<file path="src/rtl/serial_adder_ctrl.sv">
// Bit-serial adder sequencer: drives one shared external 1-bit full adder,
// LSB first, one bit per clock, and presents {Cout,Sum} with a one-cycle Done pulse.
module serial_adder_ctrl #(
    parameter int unsigned WIDTH = 8
) (
    input  logic             clk,
    input  logic             rst,
    input  logic             Start,
    input  logic [WIDTH-1:0] A,
    input  logic [WIDTH-1:0] B,
    input  logic             Cin,
    output logic             Busy,
    output logic             Done,
    output logic [WIDTH-1:0] Sum,
    output logic             Cout,
    output logic             FA_A,
    output logic             FA_B,
    output logic             FA_Cin,
    input  logic             FA_Sum,
    input  logic             FA_Cout
);

    localparam int unsigned CW = $clog2(WIDTH);
    localparam logic [CW-1:0] LAST = CW'(WIDTH - 1);

    typedef enum logic [1:0] {
        IDLE,
        RUN,
        DONE
    } state_t;

    state_t           state;
    logic [WIDTH-1:0] a_sh;
    logic [WIDTH-1:0] b_sh;
    logic [WIDTH-1:0] sum_sh;
    logic             carry;
    logic [CW-1:0]    cnt;
    logic             running;

    // Adder inputs are gated so the shared adder sees zeros outside RUN.
    assign running = (state == RUN);
    assign FA_A    = running & a_sh[0];
    assign FA_B    = running & b_sh[0];
    assign FA_Cin  = running & carry;

    always_ff @(posedge clk) begin
        if (rst) begin
            state  <= IDLE;
            a_sh   <= '0;
            b_sh   <= '0;
            sum_sh <= '0;
            carry  <= 1'b0;
            cnt    <= '0;
            Busy   <= 1'b0;
            Done   <= 1'b0;
            Sum    <= '0;
            Cout   <= 1'b0;
        end else begin
            Done <= 1'b0;
            unique case (state)
                IDLE, DONE: begin
                    if (Start) begin
                        a_sh  <= A;
                        b_sh  <= B;
                        carry <= Cin;
                        cnt   <= '0;
                        Busy  <= 1'b1;
                        state <= RUN;
                    end else begin
                        state <= IDLE;
                    end
                end
                RUN: begin
                    sum_sh <= {FA_Sum, sum_sh[WIDTH-1:1]};
                    carry  <= FA_Cout;
                    a_sh   <= a_sh >> 1;
                    b_sh   <= b_sh >> 1;
                    cnt    <= cnt + CW'(1);
                    if (cnt == LAST) begin
                        // Final bit captured straight into the result so Sum is valid with Done.
                        Sum   <= {FA_Sum, sum_sh[WIDTH-1:1]};
                        Cout  <= FA_Cout;
                        Done  <= 1'b1;
                        Busy  <= 1'b0;
                        state <= DONE;
                    end
                end
                default: state <= IDLE;
            endcase
        end
    end

endmodule

</file>
<file path="config.mk">
export PLATFORM = sky130hd
export DESIGN_NAME = serial_adder_ctrl
export DESIGN_NICKNAME = d
export VERILOG_FILES = /design/src/rtl/serial_adder_ctrl.sv
export SDC_FILE = /design/constraint.sdc
export NUM_CORES = 1
export LEC_CHECK = 0
export CAP_MARGIN = 10
export CORE_MARGIN = 4
export CORE_UTILIZATION = 49
export CTS_CLUSTER_DIAMETER = 200
export CTS_CLUSTER_SIZE = 30
export DETAILED_ROUTE_END_ITERATION = 7
export PLACE_DENSITY = 0.78
export SKIP_LAST_GASP = 1
export SYNTH_ARGS = -nofsm -noshare
export SYNTH_HDL_FRONTEND = slang
export SYNTH_SLANG_ARGS = --single-unit
</file>
<file path="constraint.sdc">
create_clock -name clk -period 1.7 [get_ports clk]
set_input_delay 0.34 -clock clk [delete_from_list [all_inputs] [get_ports clk]]
set_output_delay 0.34 -clock clk [all_outputs]
set_load 0.02 [all_outputs]
</file>
==> results.yml, run 1 <==
outcome:
  status: "finished clean"
sta:
  layout_min_cycle_time_ps: 1635
  finClkSkew_ps: 9.311
  worst_pin_slew_ps: 540.5
  fin_ws_ps: 64.60
  finalHoldViolations: 0
  finalSetupTns_ps: 0
  rsz0062_at_grt: "false"
  period_share_pct: 96.20
  fmax_mhz: 611.5
  final-max-slew-violation-count: 0
  slew_headroom_pct: 63.86
  setup_viol: 0
synthesis:
  syn_area_sq_mm: 0.001605
  avgSynthCellArea_sq_um: 8.190
  synth_area_leader_cell: "dfxtp_1"
  ys_ff_latch: 40
  synth.distinct_cells: 19
  synth_cells: 196
  ys_seq_area_share_pct: 49.88
  yosys_warnings: 0
  synth_top_area_share_pct: 49.88
  syn_nets: 220
  synth_area_leaders: "dfxtp_1 50%, nand2_1 13%, a311oi_1 8.2%"
placement:
  port_buffers: 35
  gp_congestion: 0.7998
  pre_cts_ws_ps: 12.41
  hpwl_um: 2455
route:
  post_drt_via_cell_ratio: 5.245
  dr.first_iter.drc_count: 72
  drtAntennaViolNets: 0
  vias: 1437
  drt_pass1_iterations: 4
  drc: 0
  routed_wl_um: 3443
  avgRoutedWirePerCell_um: 12.57
cts:
  clock-sinks: 40
  clkTransAtPathRegs_ps: 120
  clock_latency_ps: 340
  cts_hold_buf: 0
  htree_num_levels: 2
  cts_made_buffers: 5
  cts.path.max_buffers: 2
  root_buffer: "clkbuf_4"
  cts_tree: "done"
worst_setup_path:
  crit_family: "buffers and inverters"
  cp_slowest_cell: "clkdlybuf4s50_1"
  reg2reg_slack_ps: 150
  max_stage_delay_ps: 610
  critPathKind: "reg2out"
  cp_num_buf_inv: 1
  crit_required_ps: 1360
  cp-end-kind: "output pin"
  start_kind: "register"
  cp_cell_sequence: "clkdlybuf4s50_1"
  cp_max_fo: 2
  cp.arrival_ps: 1300
cells_and_area:
  mostFrequentLayoutCell: "nand2_1"
  fillers: 294
  fin_nets: 253
  areaGrowthSynthToFinish_pct: 27.05
  final_cell_mix: "57 x nand2_1, 39 x dfxtp_1, 29 x clkdlybuf4s50_1"
  drive_gt1_share_pct: 9.565
  antenna_cells: 0
floorplan:
  die_y_um: 65.24
  dieWidth_um: 65.24
  core-area_sq_mm: 0.003103
  pin_count: 36
  start_util_pct: 51.73
  rows: 20
  die_area_sq_mm: 0.004256
grt:
  grt.busiest_layer: "met2"
  grt_use_total_pct: 17.77
  grt_antenna_before_repair: 0
  grt.overflow.total: 0
  grt_use_met2_pct: 30.72
  grt_pass1_vias: 1335
  met1_usage_pct: 20.96
  grt_pass1_wl_um: 5892
  grt_max_degree: 41
  grt_use_met3_pct: 4.615
power_and_ir_drop:
  p_leak_nw: 0.7931
  ir_worst_vdd_mv: 0.6409
  p_per_area_mw_per_mm2: 906.4
flow_run:
  drv_cap: 0
min_path:
  holdCritPathClass: "reg2reg"
sequential cells by signal (all words and copies together) (netlist names):
signal,cells
state,2
cnt,3
carry,1
b_sh,8
Sum,8
a_sh,8
Done,1
Cout,1
Busy,1
sum_sh,7
worst paths after layout:
check,from,cells after the start,to
worst min register to register,Sum[2],2,Sum[2]
worst min-delay path,Sum[2],2,Sum[2]
worst max-delay path,Sum[6],1,Sum[6]
worst max register to register,cnt[0],5,Busy
power by group:
group	internal, mW	switching, mW	total, mW
Combinational	0.112	0.125	0.237
Clock	0.308	0.296	0.604
Sequential	0.984	0.0236	1.01
cells by family (layout without fill, tap and decap cells):
family	count (synthesis)	in the layout	synth area share (%)
AOI/OAI and AO/OA	38	38	15.51
adders and majority gates	2	2	1.559
buffers and inverters	17	51	6.859
and+or+nand+nor	99	99	26.19
DFF	40	40	49.88
layout make-up:
class                   instances  area, sq um  share of cell area [%]
clock buffers                   6        41.29                   2.025
clock inverters                 2        35.03                   1.718
multi-input cells             139        694.4                   34.05
flip-flops and latches         40        802.0                   39.33
well taps                      44        55.05                   2.699
repair buffers                 43        411.6                   20.18
Yosys cell counts:
cell type  number
and2_1          3
dfxtp_1        40
buf_12          1
nand3b_1        1
nand2_1        57
o21a_1          1
nand3_1        14
nor2b_2         1
buf_2           6
clkbuf_1        5
nor2_1         19
a21oi_1        22
a311oi_1       15
or2b_2          1
and2b_2         1
nand2b_1        2
buf_6           1
ha_1            2
buf_4           4
worst register-to-register path, cell delays in order, from the launching register on:
cell and delay [ps]:
dfxtp_1 380, ha_1 170, ha_1 180, nand3b_1 400, a21oi_1 280, nor2_1 60
metrics by stage:
stage | utilization [%] | area, sq um | hold WS [ps] | instances | total power [mW]
global placement | 63.59 | 1973 | 442.2 | 266 | 1.258
finish | 65.73 | 2039 | 463.1 | 274 | 1.849
floorplan | - | 1605 | 436.6 | 196 | 1.183
CTS | 66.13 | 2052 | 464.7 | 274 | 1.857
detailed placement | 63.59 | 1973 | 448.9 | 266 | 1.270
global route | 65.73 | 2039 | 498.5 | 274 | 1.934
per-layer routing:
| layer | vias up | routed length [um] |
|---|---|---|
| met5 | - | 0 |
| li1 | 727 | - |
| met4 | 0 | 39 |
| met3 | 5 | 188 |
| met2 | 41 | 1848 |
| met1 | 664 | 1367 |
timing repair:
| item | in CTS | in global routing |
|---|---|---|
| setup buffers | 0 | 0 |
| gates resized for setup | 10 | 6 |
| setup endpoints to repair | 4 | 5 |
Note: power is estimated with default switching activity, not from simulation.
==> inputs of run 2 (changes only) <==
- CORE_MARGIN: 4 -> not set
==> results.yml, run 2 (synthesis results as in run 1) <==
floorplan:
  die_y_um: 59.24
  die_area_sq_mm: 0.003509
  rows: 20
  start_util_pct: 52.15
  dieWidth_um: 59.24
  core-area_sq_mm: 0.003078
  pin_count: 36
cells_and_area:
  drive_gt1_share_pct: 9.565
  final_area_sq_mm: 0.002071
  register_area_sq_um: 800.8
  antenna_cells: 0
  final_cell_mix: "57 x nand2_1, 40 x dfxtp_1, 29 x clkdlybuf4s50_1"
  multi_input_area_sq_um: 694.4
  areaGrowthSynthToFinish_pct: 28.99
  fin_nets: 254
  mostFrequentLayoutCell: "nand2_1"
  fillers: 274
  reg.largest.list: "Sum x8, a_sh x8, b_sh x8"
worst_setup_path:
  cp_num_buf_inv: 1
  start_kind: "register"
  cp_max_fo: 2
  cp_cell_sequence: "clkdlybuf4s50_1"
  cp.arrival_ps: 1310
  crit_family: "buffers and inverters"
  crit_required_ps: 1360
  critPathKind: "reg2out"
  cp-end-kind: "output pin"
  cp_slowest_cell: "clkdlybuf4s50_1"
  max_stage_delay_ps: 600
cts:
  cts.path.max_buffers: 2
  cts_tree: "done"
  clock-sinks: 40
  htree_num_levels: 2
  clkTransAtPathRegs_ps: 120
  cts_setup_buffers: 0
  clock_latency_ps: 350
  cts_made_buffers: 5
  root_buffer: "clkbuf_4"
sta:
  worst_pin_slew_ps: 486.3
  finalSetupTns_ps: 0
  finClkSkew_ps: 15.50
  final-max-slew-violation-count: 0
  setup_viol: 0
  period_share_pct: 96.89
  holdWs_ps: 463.6
  slew_headroom_pct: 67.48
  layout_min_cycle_time_ps: 1647
  fmax_mhz: 607.1
  finalHoldViolations: 0
grt:
  grt.overflow.total: 0
  grt_max_degree: 41
  grt_antenna_before_repair: 0
  grt_pass1_vias: 1293
  grt_use_total_pct: 21.57
  grt_pass1_wl_um: 5561
power_and_ir_drop:
  p_per_area_mw_per_mm2: 966.8
  ir_worst_vdd_mv: 0.9537
  p_leak_nw: 0.8206
  finalPower_mw: 2.002
min_path:
  holdCritPathClass: "reg2reg"
placement:
  port_buffers: 35
  placed_area_sq_mm: 0.001981
  hpwl_um: 2292
  gp_congestion: 0.7262
route:
  vias: 1443
  routed_wl_um: 3435
  dr.first_iter.drc_count: 70
  drt_pass1_iterations: 4
  post_drt_via_cell_ratio: 5.266
  drc: 0
  drtAntennaViolNets: 0
  avgRoutedWirePerCell_um: 12.54
flow_run:
  drv_cap: 0
outcome:
  status: "finished clean"
run 2: routing by layer:
| metal | share of wire, % | vias up | GRT usage, % | wire length (um) |
|---|---|---|---|---|
| met5 | 0 | - | 0 | 0 |
| met4 | 1.4 | 0 | 8.163 | 47 |
| met3 | 4.4 | 6 | 6.550 | 151 |
| met2 | 51 | 30 | 36.92 | 1754 |
| met1 | 43 | 681 | 25.17 | 1481 |
| li1 | - | 726 | - | - |
run 2: repair_timing:
item / 4_1_cts / 5_1_grt
endpoints found under the setup margin: 3 / 3
gates resized for setup: 12 / 3
pin swaps: 0 / 0
hold buffers: 0 / 0
run 2: power by group:
group | internal (mW) | switching (mW)
logic | 0.115 | 0.127
registers | 0.984 | 0.0246
clock network | 0.450 | 0.301
run 2: final cells by class:
class / instances / share of cell area (%)
tap: 44 / 2.659
multi-input combinational: 139 / 33.53
clock buffer: 5 / 1.813
timing repair buffer: 44 / 20.42
sequential: 40 / 38.67
clock inverter: 2 / 2.900
run 2: final timing paths:
path                               end   start  cells after the start  slack (ps)
worst max-delay path            Sum[5]  Sum[5]                      1          50
worst min-delay path            Sum[7]  Sum[7]                      2         460
worst max register to register    Busy  cnt[0]                      5         220
worst min register to register  Sum[7]  Sum[7]                      2         460
run 2: metrics by stage:
stage	utilization, %	worst slack, ps	std cells
floorplan	-	419.7	196
global placement	64.35	75.73	267
detailed placement	64.35	48.48	267
CTS	67.03	34.58	274
global route	67.28	-0.4858	274
finish	67.28	52.83	274
